File: config.mk
export PLATFORM = sky130hd
export DESIGN_NAME = d_stream_framer
export DESIGN_NICKNAME = d
export VERILOG_FILES = /design/src/rtl/d_stream_framer.sv
export SDC_FILE = /design/constraint.sdc
export NUM_CORES = 1
export LEC_CHECK = 0
export BUFFER_PORTS_ARGS = -buffer_cell sky130_fd_sc_hd__buf_2
export CAP_MARGIN = 20
export CORE_ASPECT_RATIO = 1.4
export CORE_MARGIN = 2
export CORE_UTILIZATION = 45
export DETAILED_ROUTE_END_ITERATION = 12
export PLACE_DENSITY = 0.72
export RECOVER_POWER = 25
export SYNTH_ARGS = -nofsm -noshare
export SYNTH_HDL_FRONTEND = slang
export SYNTH_SLANG_ARGS = --single-unit
File: constraint.sdc
create_clock -name clk -period 4.97 [get_ports clk]
set_input_delay 0.994 -clock clk [delete_from_list [all_inputs] [get_ports clk]]
set_output_delay 0.994 -clock clk [all_outputs]
set_load 0.03 [all_outputs]
File: src/rtl/d_stream_framer.sv
// Frames a free-running, non-backpressurable sample stream into a valid/ready/last stream.
// A 16-entry FIFO absorbs stalls. A drain phase pads the open frame so it reaches full length.
module d_stream_framer #(
    parameter int                    DATA_WIDTH  = 32,
    parameter int                    LEN_WIDTH   = 16,
    parameter int                    FIFO_AWIDTH = 4,
    parameter logic [DATA_WIDTH-1:0] PAD_VALUE   = 32'h0
) (
    input  logic                  clk,
    input  logic                  srst,
    input  logic                  dengine_reset,
    input  logic                  enable,
    input  logic [LEN_WIDTH-1:0]  frame_len,
    input  logic [DATA_WIDTH-1:0] s_data,
    input  logic                  s_valid,
    output logic [DATA_WIDTH-1:0] o_data,
    output logic                  o_last,
    output logic                  o_valid,
    input  logic                  o_ready,
    output logic                  busy,
    output logic                  overflow,
    output logic [31:0]           drop_count,
    output logic [31:0]           frame_count
);
    typedef enum logic [1:0] {ST_IDLE = 2'd0, ST_RUN = 2'd1, ST_DRAIN = 2'd2} state_t;

    localparam int                     DEPTH    = 1 << FIFO_AWIDTH;
    localparam logic [FIFO_AWIDTH:0]   FULL_CNT = {1'b1, {FIFO_AWIDTH{1'b0}}};
    localparam logic [FIFO_AWIDTH-1:0] PTR_ONE  = {{(FIFO_AWIDTH-1){1'b0}}, 1'b1};
    localparam logic [LEN_WIDTH-1:0]   LEN_ONE  = {{(LEN_WIDTH-1){1'b0}}, 1'b1};

    state_t                  state_r, state_s;
    logic [DATA_WIDTH-1:0]   mem_r [DEPTH];
    logic [FIFO_AWIDTH-1:0]  wr_ptr_r, rd_ptr_r, head_ptr_s;
    logic [FIFO_AWIDTH:0]    count_r;
    logic [LEN_WIDTH-1:0]    len_r, len_s, cnt_r, cnt_s, len_eff_s;
    logic [DATA_WIDTH-1:0]   o_data_r, o_data_s;
    logic                    o_valid_r, o_valid_s, o_last_r, o_last_s;
    logic                    busy_r, overflow_r;
    logic [31:0]             drop_count_r, frame_count_r;
    logic                    hs_s, pop_s, full_s, frame_done_s, wr_req_s, wr_en_s;
    logic                    drop_s, flush_s, load_s, avail_s;

    assign hs_s         = o_valid_r & o_ready;
    // The displayed word is the FIFO head unless it is padding, and padding only appears once the FIFO is empty.
    assign pop_s        = hs_s & (count_r != {(FIFO_AWIDTH+1){1'b0}});
    assign full_s       = (count_r == FULL_CNT);
    assign frame_done_s = hs_s & o_last_r;
    assign len_eff_s    = (frame_len == {LEN_WIDTH{1'b0}}) ? LEN_ONE : frame_len;
    assign wr_en_s      = wr_req_s & (~full_s | pop_s);
    assign drop_s       = wr_req_s & full_s & ~pop_s;
    assign head_ptr_s   = pop_s ? (rd_ptr_r + PTR_ONE) : rd_ptr_r;
    assign avail_s      = pop_s ? (count_r > {{FIFO_AWIDTH{1'b0}}, 1'b1})
                                : (count_r != {(FIFO_AWIDTH+1){1'b0}});
    assign load_s       = (state_r != ST_IDLE) & (~o_valid_r | hs_s) & ~flush_s;

    // Next-state, write request, frame length and in-frame counter
    always_comb begin
        state_s  = state_r;
        wr_req_s = 1'b0;
        flush_s  = 1'b0;
        len_s    = len_r;
        if (hs_s) begin
            cnt_s = o_last_r ? {LEN_WIDTH{1'b0}} : (cnt_r + LEN_ONE);
        end else begin
            cnt_s = cnt_r;
        end
        case (state_r)
            ST_IDLE: begin
                if (enable) begin
                    state_s  = ST_RUN;
                    len_s    = len_eff_s;
                    cnt_s    = {LEN_WIDTH{1'b0}};
                    wr_req_s = s_valid;
                end else begin
                    state_s  = ST_IDLE;
                end
            end
            ST_RUN: begin
                if (!enable) begin
                    state_s  = ST_DRAIN;
                end else begin
                    wr_req_s = s_valid;
                end
                if (frame_done_s) begin
                    len_s = len_eff_s;
                end else begin
                    len_s = len_r;
                end
            end
            ST_DRAIN: begin
                // A frame only counts as open once a word of it is presented; otherwise leave at once.
                if (frame_done_s || ((cnt_r == {LEN_WIDTH{1'b0}}) && !o_valid_r)) begin
                    state_s = ST_IDLE;
                    flush_s = 1'b1;
                end else begin
                    state_s = ST_DRAIN;
                end
            end
            default: begin
                state_s = ST_IDLE;
                flush_s = 1'b1;
            end
        endcase
    end

    // Output stage: next head word, padding, or bubble
    always_comb begin
        o_valid_s = o_valid_r;
        o_data_s  = o_data_r;
        o_last_s  = o_last_r;
        if (flush_s) begin
            o_valid_s = 1'b0;
            o_last_s  = 1'b0;
        end else if (load_s) begin
            if (avail_s) begin
                o_valid_s = 1'b1;
                o_data_s  = mem_r[head_ptr_s];
                o_last_s  = (cnt_s == (len_s - LEN_ONE));
            end else if ((state_r == ST_DRAIN) && (cnt_s != {LEN_WIDTH{1'b0}})) begin
                o_valid_s = 1'b1;
                o_data_s  = PAD_VALUE;
                o_last_s  = (cnt_s == (len_s - LEN_ONE));
            end else begin
                o_valid_s = 1'b0;
                o_last_s  = 1'b0;
            end
        end else begin
            o_valid_s = o_valid_r;
        end
    end

    // FIFO storage array; contents need no reset because occupancy guards every read
    always_ff @(posedge clk) begin
        if (wr_en_s) begin
            mem_r[wr_ptr_r] <= s_data;
        end
    end

    // Control state, FIFO pointers, output registers and statistics
    always_ff @(posedge clk or posedge srst) begin
        if (srst) begin
            state_r       <= ST_IDLE;
            wr_ptr_r      <= {FIFO_AWIDTH{1'b0}};
            rd_ptr_r      <= {FIFO_AWIDTH{1'b0}};
            count_r       <= {(FIFO_AWIDTH+1){1'b0}};
            len_r         <= LEN_ONE;
            cnt_r         <= {LEN_WIDTH{1'b0}};
            o_data_r      <= {DATA_WIDTH{1'b0}};
            o_valid_r     <= 1'b0;
            o_last_r      <= 1'b0;
            busy_r        <= 1'b0;
            overflow_r    <= 1'b0;
            drop_count_r  <= 32'd0;
            frame_count_r <= 32'd0;
        end else if (dengine_reset) begin
            state_r       <= ST_IDLE;
            wr_ptr_r      <= {FIFO_AWIDTH{1'b0}};
            rd_ptr_r      <= {FIFO_AWIDTH{1'b0}};
            count_r       <= {(FIFO_AWIDTH+1){1'b0}};
            len_r         <= LEN_ONE;
            cnt_r         <= {LEN_WIDTH{1'b0}};
            o_data_r      <= {DATA_WIDTH{1'b0}};
            o_valid_r     <= 1'b0;
            o_last_r      <= 1'b0;
            busy_r        <= 1'b0;
            overflow_r    <= 1'b0;
            drop_count_r  <= 32'd0;
            frame_count_r <= 32'd0;
        end else begin
            state_r   <= state_s;
            len_r     <= len_s;
            cnt_r     <= cnt_s;
            o_data_r  <= o_data_s;
            o_valid_r <= o_valid_s;
            o_last_r  <= o_last_s;
            busy_r    <= (state_s != ST_IDLE);
            if (flush_s) begin
                wr_ptr_r <= {FIFO_AWIDTH{1'b0}};
                rd_ptr_r <= {FIFO_AWIDTH{1'b0}};
                count_r  <= {(FIFO_AWIDTH+1){1'b0}};
            end else begin
                wr_ptr_r <= wr_en_s ? (wr_ptr_r + PTR_ONE) : wr_ptr_r;
                rd_ptr_r <= pop_s ? (rd_ptr_r + PTR_ONE) : rd_ptr_r;
                count_r  <= count_r + {{FIFO_AWIDTH{1'b0}}, wr_en_s} - {{FIFO_AWIDTH{1'b0}}, pop_s};
            end
            if (drop_s) begin
                overflow_r <= 1'b1;
            end else begin
                overflow_r <= overflow_r;
            end
            if (drop_s && (drop_count_r != 32'hFFFF_FFFF)) begin
                drop_count_r <= drop_count_r + 32'd1;
            end else begin
                drop_count_r <= drop_count_r;
            end
            if (frame_done_s) begin
                frame_count_r <= frame_count_r + 32'd1;
            end else begin
                frame_count_r <= frame_count_r;
            end
        end
    end

    assign o_data      = o_data_r;
    assign o_valid     = o_valid_r;
    assign o_last      = o_last_r;
    assign busy        = busy_r;
    assign overflow    = overflow_r;
    assign drop_count  = drop_count_r;
    assign frame_count = frame_count_r;
endmodule

# Word level (Yosys, flattened, before mapping)
# Memory sizes are Yosys's and may differ from the RTL's.
# Index checks and enable logic that the tools add are counted.
[totals] register_bits=147 ramBits=512 out_inout_bits=100 mem_count=1
[op_classes] addsub=8 n_lt_le_gt_ge=1 eq_ne=6 n_mux=52 bitwise=14 reduce_logical=21
[mem_list] name="mem_r" words=16 width=32 read_ports=1 rd_clocked_by_memory_dff=0 wr=1 line="33" rtl="logic [DATA_WIDTH-1:0] mem_r [DEPTH];"
[op_table] operator="32-bit two-way mux" n=9
[op_table] operator="16-bit two-way mux" n=9
[op_table] operator="32-bit by 1-bit adder with 32-bit output (second input constant)" n=2
[op_table] operator="16-bit logical NOT" n=2
[op_table] operator="32-bit inequality test (second input constant)" n=1
[op_table] operator="16-bit one-hot mux with 2 select lines" n=1
[op_table] operator="4-bit two-way mux" n=6
[op_table] operator="1-bit two-way mux" n=20
[op_table] operator="16-bit by 1-bit adder with 16-bit output (second input constant)" n=1
[op_table] operator="16-bit equality test" n=1
[op_table] operator="16-bit nonzero test" n=1
[op_table] operator="16-bit by 1-bit subtractor with 16-bit output (second input constant)" n=1
[op_table] operator="2-bit nonzero test" n=6
[op_table] operator="5-bit two-way mux" n=2
[op_table] operator="3-bit nonzero test" n=3
[op_table] operator="4-bit by 1-bit adder with 4-bit output (second input constant)" n=2
[op_table] operator="1-bit AND" n=8
[op_table] operator="2-bit two-way mux" n=3
[op_table] operator="2-bit one-hot mux with 3 select lines" n=1
[op_table] operator="5-bit by 1-bit adder with 5-bit output" n=1
[op_table] operator="5-bit equality test (second input constant)" n=1
[op_table] operator="5-bit by 1-bit > comparator with 1-bit output (second input constant)" n=1
[op_table] operator="5-bit nonzero test" n=1
[op_table] operator="5-bit by 1-bit subtractor with 5-bit output" n=1
[op_table] operator="12 further kinds" n=18

# Logic depth before layout (Yosys ltp)
# Gate-level depths: netlist (run 1).
[logic_depth] depth_word=12 ltp_mapped=16

# Worst setup path after synthesis (run 1)
# Ideal clock, no wire load.
[synth_path] path_type="input to register" start="input port frame_len[5]" end="register o_last_r (netlist: o_last)" setup_ns=0.076 arrival_time_ns=3.384 required_ns=4.894 setup_slack_ns=1.509 path_stages=13 path_buffers=1 cell_sequence="or4_1 -> nor2_1 -> a311oi_2 -> or2_2 -> ha_1 -> clkbuf_1 -> and3_1 -> o21ai_0 -> a21oi_1 -> xnor2_1 -> a211oi_1 -> o2111ai_1 -> o21ai_1"
[synth_between] elab_chain_len=11
[synth_rtl] item="start, declared" line="13" rtl="input logic [LEN_WIDTH-1:0] frame_len,"
[synth_rtl] item="16-bit logical NOT" line="49" rtl="assign len_eff_s = (frame_len == {LEN_WIDTH{1'b0}}) ? LEN_ONE : frame_len;"
[synth_rtl] item="16-bit two-way mux (*)" line="49"
[synth_rtl] item="16-bit two-way mux, on equally long branches" line="85, 70"
[synth_rtl] item="16-bit one-hot mux with 2 select lines (*)" line="68" rtl="case (state_r)"
[synth_rtl] item="16-bit by 1-bit subtractor with 16-bit output (*)" line="119, 123"
[synth_rtl] item="16-bit equality test (*)" line="119, 123"
[synth_rtl] item="1-bit two-way mux" line="120" rtl="end else if ((state_r == ST_DRAIN) && (cnt_s != {LEN_WIDTH{1'b0}})) begin"
[synth_rtl] item="1-bit two-way mux (*)" line="116" rtl="if (avail_s) begin"
[synth_rtl] item="1-bit two-way mux (*)" line="115" rtl="end else if (load_s) begin"
[synth_rtl] item="1-bit two-way mux (*)" line="112" rtl="if (flush_s) begin"
[synth_rtl] item="1-bit two-way mux (*)" line="156" rtl="end else if (dengine_reset) begin"
[synth_rtl] item="end signal, assigned" line="176" rtl="o_last_r <= o_last_s;"
[synth_rtl] item="end, declared" line="38" rtl="logic o_valid_r, o_valid_s, o_last_r, o_last_s;"
# Mark *: on every way between the ends. The rest lies on a longest branch, timed or not. The select of a mux whose other input is x is not followed.
# A chain may end at the register's enable or synchronous reset.

# Worst setup path in the final report (run 1)
[layout_path] start="register o_valid_r (netlist: o_valid)" end="register o_last_r (netlist: o_last)"
[layout_between] elab_chain_len=11
[layout_rtl] item="start, declared" line="38"
[layout_rtl] item="start signal, assigned" line="175" rtl="o_valid_r <= o_valid_s;"
[layout_rtl] item="1-bit AND" line="44" rtl="assign hs_s = o_valid_r & o_ready;"
[layout_rtl] item="1-bit AND / 16-bit two-way mux (equally long branches)" line="48, 63"
[layout_rtl] item="16-bit two-way mux, on equally long branches" line="85, 70"
[layout_rtl] item="16-bit one-hot mux with 2 select lines / 16-bit two-way mux (equally long branches)" line="68"
[layout_rtl] item="16-bit by 1-bit subtractor with 16-bit output / 16-bit nonzero test (equally long branches)" line="119, 123, 120"
[layout_rtl] item="16-bit equality test / 1-bit logical AND (equally long branches)" line="119, 123, 120"
[layout_rtl] item="1-bit two-way mux" line="120"
[layout_rtl] item="1-bit two-way mux" line="116"
[layout_rtl] item="1-bit two-way mux" line="115"
[layout_rtl] item="1-bit two-way mux" line="112"
[layout_rtl] item="1-bit two-way mux" line="156"
# Several ways; a longest one is shown, not always the timed one. The select of a mux whose other input is x is not followed.

==> results of run 1 <==
-- report_power, final --
part           total [W]  internal (W)  switching [W]  leakage, nW
Combinational   0.000737      0.000280       0.000457         3.83
Clock            0.00448       0.00246        0.00203        0.941
Sequential       0.00607       0.00602      0.0000455         6.65
Total             0.0113       0.00876        0.00253         11.4
-- logic make-up (layout without fill, tap and decap cells) --
logic type / Yosys count / count (layout) / share of synthesized area
compound gates: 179 / 179 / 0.04732
xor+xnor: 94 / 94 / 0.02988
fa+ha+maj: 19 / 19 / 0.008901
buf+inv: 105 / 327 / 0.02012
flops: 659 / 659 / 0.6916
mux: 151 / 151 / 0.1133
other cells: 0 / 4 / 0
simple gates: 475 / 475 / 0.08887
-- worst max-delay path, delay by kind of cell (launching register included) --
family,cells,cell delay (ns)
compound gates,5,1.27
flops,1,0.85
simple gates,4,0.71
fa+ha+maj,1,0.42
xor+xnor,2,0.36
mux,1,0.21
-- how the worst max path moves through the flow --
| stage | start | to | slack (ns) | cells after the start |
|---|---|---|---|---|
| floorplan | srst | busy$_DFF_PP0_ | 0.03 | 1 |
| global placement | frame_len[9] | o_last$_DFFE_PP0P_ | 0.85 | 14 |
| detailed placement | frame_len[9] | o_last$_DFFE_PP0P_ | 0.66 | 14 |
| CTS | o_valid$_DFFE_PP0P_ | o_last$_DFFE_PP0P_ | 1.08 | 13 |
| global route | o_valid$_DFFE_PP0P_ | o_last$_DFFE_PP0P_ | 0.80 | 13 |
| finish | o_valid$_DFFE_PP0P_ | o_last$_DFFE_PP0P_ | 1.05 | 13 |
-- layout make-up --
class                   count  area (µm²)  share of cell area
repair buffers            194        1229             0.03918
well taps                 817        1022             0.03260
flip-flops and latches    659       19050              0.6077
inverters                  20       80.08            0.002554
clock inverters            31       272.8            0.008698
diodes                      4       10.01           0.0003192
clock buffers              82        1655             0.05279
multi-input cells         918        8034              0.2562
-- synth_stat cells (4+ instances only) --
cell	count
nor4_2	4
o21ai_0	15
a21oi_1	24
and3_1	17
clkbuf_1	39
dfrtp_1	146
xnor2_1	34
or3_1	11
mux4_2	128
buf_2	23
a22o_1	32
buf_4	5
nor3_1	26
nand4_1	32
a31oi_1	35
and4_1	6
nor3b_1	7
a211oi_1	34
nor4_1	8
ha_1	18
edfxtp_1	512
inv_1	20
and2_1	52
xor2_1	60
nand2b_1	9
mux2i_1	20
nand2_1	111
nor2_1	127
nand3_1	33
buf_6	15
-- layer usage --
metal / track usage / wire length [µm] / up-vias
met1: 0.2603 / 25020 / 8187
met4: 0.09357 / 2753 / 2
met2: 0.3565 / 33250 / 598
met3: 0.03510 / 4203 / 167
met5: 0 / 13 / -
li1: - / - / 6867
-- sequential cells by signal, indices dropped and copies added (netlist names) --
| register | count |
|---|---|
| count_r | 5 |
| mem_r | 512 |
| state_r | 2 |
| busy | 1 |
| wr_ptr_r | 4 |
| overflow | 1 |
| o_data | 32 |
| o_last | 1 |
| cnt_r | 16 |
| len_r | 16 |
| frame_count | 32 |
| drop_count | 32 |
| o_valid | 1 |
| rd_ptr_r | 4 |
-- through the flow --
step           utilization  total power [W]  hold slack (ns)  setup WS (ns)  cell area, µm²
2_1_floorplan            -         0.006675           0.5057        0.02632           27550
3_3_place_gp        0.4857         0.006899           0.4793         0.8533           29450
3_5_place_dp        0.4857         0.006926           0.4914         0.6617           29450
4_1_cts             0.5175          0.01140           0.5063          1.084           31380
5_1_grt             0.5170          0.01166           0.5280         0.8025           31360
6_report            0.5171          0.01129           0.4979          1.050           31360
-- layout by cell type (no fill, tap or decap), types with 4 or more instances in the layout --
cell type | synthesis | layout
o21ai_0 | 15 | 15
clkinv_1 | 0 | 6
ha_1 | 18 | 18
clkinv_2 | 0 | 14
nor3_1 | 26 | 26
nand2_1 | 111 | 111
nor4_2 | 4 | 4
xnor2_1 | 34 | 32
edfxtp_1 | 512 | 512
and3_1 | 17 | 17
diode_2 | 0 | 4
nor2_1 | 127 | 127
buf_4 | 5 | 27
nor3b_1 | 7 | 7
or3_1 | 11 | 11
and2_1 | 52 | 36
a211oi_1 | 34 | 34
a22o_1 | 32 | 32
buf_12 | 0 | 15
mux4_2 | 128 | 128
nor4_1 | 8 | 8
buf_2 | 23 | 124
nand3_1 | 33 | 33
mux2i_1 | 20 | 19
clkbuf_1 | 39 | 44
dfrtp_1 | 146 | 146
clkbuf_16 | 0 | 61
clkbuf_8 | 0 | 5
and2_2 | 0 | 16
inv_1 | 20 | 19
nand4_1 | 32 | 32
xor2_1 | 60 | 58
and4_1 | 6 | 6
a31oi_1 | 35 | 35
a21oi_1 | 24 | 24
nand2b_1 | 9 | 9
==> metrics.md, run 1 <==
| Metric | Value |
|---|---|
| Slew HR | `0.3930` |
| Yosys reg bits | `659` |
| Worst VDD drop | `256.4 µV` |
| Largest area contributor in the netlist | `edfxtp_1` |
| CTS tree | `done` |
| F_max | `255.1 MHz` |
| Max Cap Viol | `0` |
| Worst-Skew Late Latency | `0.64 ns` |
| Setup tns final | `0 ns` |
| Skew final | `0.02401 ns` |
| IO Pins | `154` |
| Core Box Area | `60650 µm²` |
| Crit. End Element | `flop` |
| Asr flop ratio synth | `0.2231` |
| Hpwl dp | `39000 µm` |
| Pwr dens | `359.9 nW/µm²` |
| Min-Delay Path Class | `in2async` |
| Share of the synthesized area in the top cell type | `0.5580` |
| Row cnt | `107` |
| Peak fanout along the critical path | `16` |
| CP Launch Type | `flop` |
| Initial Util | `0.4543` |
| Critical Path AT | `4.47 ns` |
| Clock period minus worst slack | `3.920 ns` |
| Synth cell types | `81` |
| Fill cell count | `4888` |
| Setup violations, final | `0` |
| Ys flop type | `edfxtp_1` |
| DRC | `0` |
| Most frequent CP cell | `xor2_1` |
| R2R Path End | `o_last$_DFFE_PP0P_` |
| WL final | `65230 µm` |
| Synthesized Nets | `1755` |
| DR iter-0 viols | `1619` |
| CP Data Required Time | `5.52 ns` |
| Initial antenna violation count | `5` |
| Placer's final routability congestion estimate | `0.8896` |
| Chip width | `213.1 µm` |
| P_leak | `11.42 nW` |
| FF-to-FF setup slack | `1.05 ns` |
| Tot GR Track Use | `0.2090` |
| Grt ovf | `0` |
| Post-Syn Area per Cell | `16.38 µm²` |
| Post-CTS Resized | `0` |
| Die ar. | `63250 µm²` |
| Critical path, cell by cell | `nand4_2, a21o_1, a311oi_2, or2_2, ha_1, nand3b_1, xor2_1, mux2i_1, xor2_1, nand4_1, a211oi_1, o2111ai_1, o21ai_1` |
| Synthesized area | `27550 µm²` |
| Largest net degree at the start of global routing | `84` |
| Delay of the slowest critical-path stage | `0.85 ns` |
| Antenna-violating nets left | `0` |
| Chip height | `296.8 µm` |
| Kind of critical path | `reg2reg` |
| Area grow syn2layout | `13.81%` |
| CTS Buf Count | `60` |
| Final Hold Vio Count | `0` |
| EDFF count, synth | `512` |
| Cells after synthesis | `1682` |
| First-pass GRT wire length | `99720 µm` |
| DP Cell Count | `2608` |
| Share of layout cells above drive strength 1 | `0.2279` |
| Ys Warns | `0` |
| Register clock-pin slew on the reported worst setup and hold paths | `0.06 ns` |
| Final Cycle Share | `0.7887` |
| Pre-Repair DR Iteration Count | `5` |
| Vias/cell | `5.806` |
| Avg WL per Cell | `23.94 µm` |
| Final non-filler cell total | `2725` |
| Vias in the first global route | `16513` |
| IO buf count | `153` |
| Clock tree root driver cell | `clkbuf_16` |
| Slew at the pin closest to its max-slew limit | `0.9104 ns` |
| Status | `finished, final reports clean` |
| TritonCTS Sinks | `659` |
| H-tree depth | `2` |
| Register area share after synthesis | `0.6916` |
| Nets | `1926` |
| RR Startpoint | `o_valid$_DFFE_PP0P_` |
| Worst path slowest cell | `dfrtp_1` |
| Top post-synthesis cells by area | `edfxtp_1 (56%), dfrtp_1 (13%), mux4_2 (10%), xor2_1 (1.9%), nor2_1 (1.7%)` |
| Vias | `15821` |
| Fin. max-slew vios | `0` |
| CTS max path bufs | `3` |
| CTS Hold Bufs | `0` |
| RSZ-0062 raised after global routing | `no` |
| Setup Buffers After CTS | `0` |
| Reg2reg path depth | `13` |
(Power assumes the default switching activity.)
==> run 2: changes to the inputs <==
==> constraint.sdc (replaced) <==
create_clock -name clk -period 3.3 [get_ports clk]
set_input_delay 0.66 -clock clk [delete_from_list [all_inputs] [get_ports clk]]
set_output_delay 0.66 -clock clk [all_outputs]
set_load 0.03 [all_outputs]
==> run 2 against run 1 <==
Against the previous run: final cell count is 2.0% higher; combinational power is 60% higher; non-clock buffer count is 60 higher; via count hardly changed; sequential power is 50% higher; critical path type unchanged; critical endpoint is now o_data[6]$_DFFE_PP0P_; highest routed layer unchanged.
==> metrics.md, run 2 (synthesis results as in run 1) <==
| Metric | Value |
|---|---|
| Status | `finished, final reports clean` |
| Comb power frac | `0.068 (+0.003)` |
| Peak fanout along the critical path | `32 (+16)` |
| Leading cell types in the layout, fill and taps excluded | `edfxtp_1 (512), dfrtp_1 (146), mux4_2 (128), nor2_1 (127), buf_2 (124)` |
| Placer's final routability congestion estimate | `0.8669 (-2.6%)` |
| Power, Total | `0.01722 W (+53%)` |
| P_leak | `11.77 nW (+3.1%)` |
| Worst path slowest cell | `dfrtp_1` |
| P_sw | `0.003822 W (+51%)` |
| TritonCTS Sinks | `659 (unchanged)` |
| CTS Buf Count | `59 (-1.7%)` |
| F_max | `326.2 MHz (+28%)` |
| Part of the power in registers | `0.530 (-0.008)` |
| CTS Hold Bufs | `0 (unchanged)` |
| IO buf count | `153 (unchanged)` |
| Avg WL per Cell | `22.80 µm (-4.7%)` |
| Nets | `1985 (+3.1%)` |
| Most frequent CP cell | `nand4_1` |
| DRC | `0 (unchanged)` |
| Dpl cell area | `30120 µm² (+2.2%)` |
| Antenna-violating nets left | `0 (unchanged)` |
| Share of layout cells above drive strength 1 | `0.2548 (+0.02690)` |
| Final hold slack | `0.2269 ns (-0.2710 ns)` |
| CP Data Required Time | `3.86 ns (-1.66 ns)` |
| Design area | `32080 µm² (+2.3%)` |
| Tot GR Track Use | `0.2016 (-0.007306)` |
| Pre-Repair DR Iteration Count | `5 (unchanged)` |
| Chip width | `213.1 µm (unchanged)` |
| Worst setup path start | `cnt_r[4]$_DFF_PP0_` |
| IO Pins | `154 (unchanged)` |
| Setup WS post-layout | `0.2346 ns (-0.8155 ns)` |
| Area grow syn2layout | `16.45%` |
| DR iter-0 viols | `1600 (-1.2%)` |
| Row cnt | `107 (unchanged)` |
| Delay of the slowest critical-path stage | `0.58 ns (-0.27 ns)` |
| Worst VDD drop | `496.8 µV (+94%)` |
| Register clock-pin slew on the reported worst setup and hold paths | `0.07 ns (about the same)` |
| Reg2reg path depth | `9 (-4)` |
| Vias | `15827 (+0.038%)` |
| Vias/cell | `5.693 (-1.9%)` |
| Largest net degree at the start of global routing | `148 (+76%)` |
| Pwr dens | `536.8 nW/µm² (+49%)` |
| Post-CTS Resized | `0 (unchanged)` |
| Vias in the first global route | `16346 (-1.0%)` |
| Final Hold Vio Count | `0 (unchanged)` |
| Fin. max-slew vios | `0 (unchanged)` |
| Setup Buffers After CTS | `0 (unchanged)` |
| Clock tree root driver cell | `clkbuf_16` |
| Initial Util | `0.4543 (unchanged)` |
| Fill cell count | `4787 (-2.1%)` |
| Multi-input gate area | `8051 µm² (+0.22%)` |
| Chip height | `296.8 µm (unchanged)` |
| Crit. End Element | `flop` |
| WP buf/inv | `1 (+1)` |
| Grt ovf | `0 (unchanged)` |
| H-tree depth | `2 (unchanged)` |
| P_int | `0.01340 W (+53%)` |
| Critical path, cell by cell | `nand4_1, nor2_2, a21oi_1, o21ai_0, nand4_1, o221ai_2, and2b_1, buf_12, a22o_1` |
| Final Cycle Share | `0.9289 (+0.1402)` |
| CP top delay family | `simple AND/OR/NAND/NOR gates` |
| Die ar. | `63250 µm² (unchanged)` |
| FF-to-FF setup slack | `0.23 ns (-0.82 ns)` |
| Max Cap Viol | `0 (unchanged)` |
| WL final | `63390 µm (-2.8%)` |
| Sw Share | `0.2219 (-0.002214)` |
| Worst-Skew Late Latency | `0.66 ns (+0.02 ns)` |
| Register area | `19050 µm² (unchanged)` |
| Slew at the pin closest to its max-slew limit | `0.9875 ns (+0.07710 ns)` |
| Place WS | `-0.1231 ns (-0.7848 ns)` |
| Most common cell after layout, fill and taps aside | `edfxtp_1` |
| Setup violations, final | `0 (unchanged)` |
| Kind of critical path | `reg2reg` |
| Crit path capture | `o_data[6]$_DFFE_PP0P_` |
| Skew final | `0.05926 ns (+0.03525 ns)` |
| RR Startpoint | `cnt_r[4]$_DFF_PP0_` |
| Slew HR | `0.3416 (-0.05140)` |
| R2R Path End | `o_data[6]$_DFFE_PP0P_` |
| Crit path depth | `9 (-4)` |
| First-pass GRT wire length | `96570 µm (-3.2%)` |
| CTS tree | `done` |
| Initial antenna violation count | `6 (+1)` |
| DP Cell Count | `2668 (+2.3%)` |
| Core Box Area | `60650 µm² (unchanged)` |
| Final non-filler cell total | `2780 (+2.0%)` |
| Hpwl dp | `37610 µm (-3.6%)` |
| Min-Delay Path Class | `in2async` |
| Largest Register | `mem_r` |
| Largest register FFs | `512 (unchanged)` |
| Clock period minus worst slack | `3.065 ns (-0.8545 ns)` |
| Critical Path AT | `3.62 ns (-0.85 ns)` |
| CTS max path bufs | `3 (unchanged)` |
| CP Launch Type | `flop` |
| Clock network fraction of design power | `0.402 (+0.005)` |
[run 2: worst min-delay path by stage]
stage                                from                     to  slack [ns]  cells past startpoint
global placement    o_data[0]$_DFFE_PP0P_  o_data[0]$_DFFE_PP0P_        0.48                      1
finish                               srst  o_data[9]$_DFFE_PP0P_        0.23                      3
floorplan             len_r[15]$_DFF_PP0_    len_r[15]$_DFF_PP0_        0.51                      2
global route                         srst  o_data[9]$_DFFE_PP0P_        0.31                      3
CTS                                  srst  o_data[8]$_DFFE_PP0P_        0.29                      3
detailed placement  o_data[0]$_DFFE_PP0P_  o_data[0]$_DFFE_PP0P_        0.49                      1
[run 2: layout make-up]
| cell class | instances | share of cell area |
|---|---|---|
| inverters | 20 | 0.002457 |
| flip-flops and latches | 659 | 0.5939 |
| clock buffers | 78 | 0.05120 |
| diodes | 1 | 0.00007799 |
| multi-input cells | 918 | 0.2509 |
| repair buffers | 254 | 0.05896 |
| clock inverters | 33 | 0.01061 |
| well taps | 817 | 0.03186 |
[run 2: per-stage QoR]
step,TNS [ns],util
floorplan,0,-
global placement,-0.06505,0.4966
detailed placement,-0.1231,0.4966
CTS,0,0.5293
global route,-0.001265,0.5290
finish,0,0.5290
[run 2: worst reg2reg max path, delay by kind of cell, from the launching register on]
kind                   cells  cell delay (ns)
DFF                        1             0.58
AOI/OAI and AO/OA          4             1.06
buffers and inverters      1             0.26
and+or+nand+nor            4             1.13
[run 2: power groups by stage]
stage	Combinational, W	Sequential (W)	Clock, W
finish	0.00118	0.00913	0.00692
global route	0.00129	0.00913	0.00738
CTS	0.00119	0.00912	0.00706
detailed placement	0.00118	0.00930	0
global placement	0.00115	0.00929	0
floorplan	0.000725	0.00933	0
[run 2: routing by layer]
layer	share of wire	vias up	track usage
met1	0.38	8190	0.2449
met4	0.026	8	0.06094
met5	0.00085	-	0
met2	0.53	531	0.3637
li1	-	6983	-
met3	0.064	115	0.03479
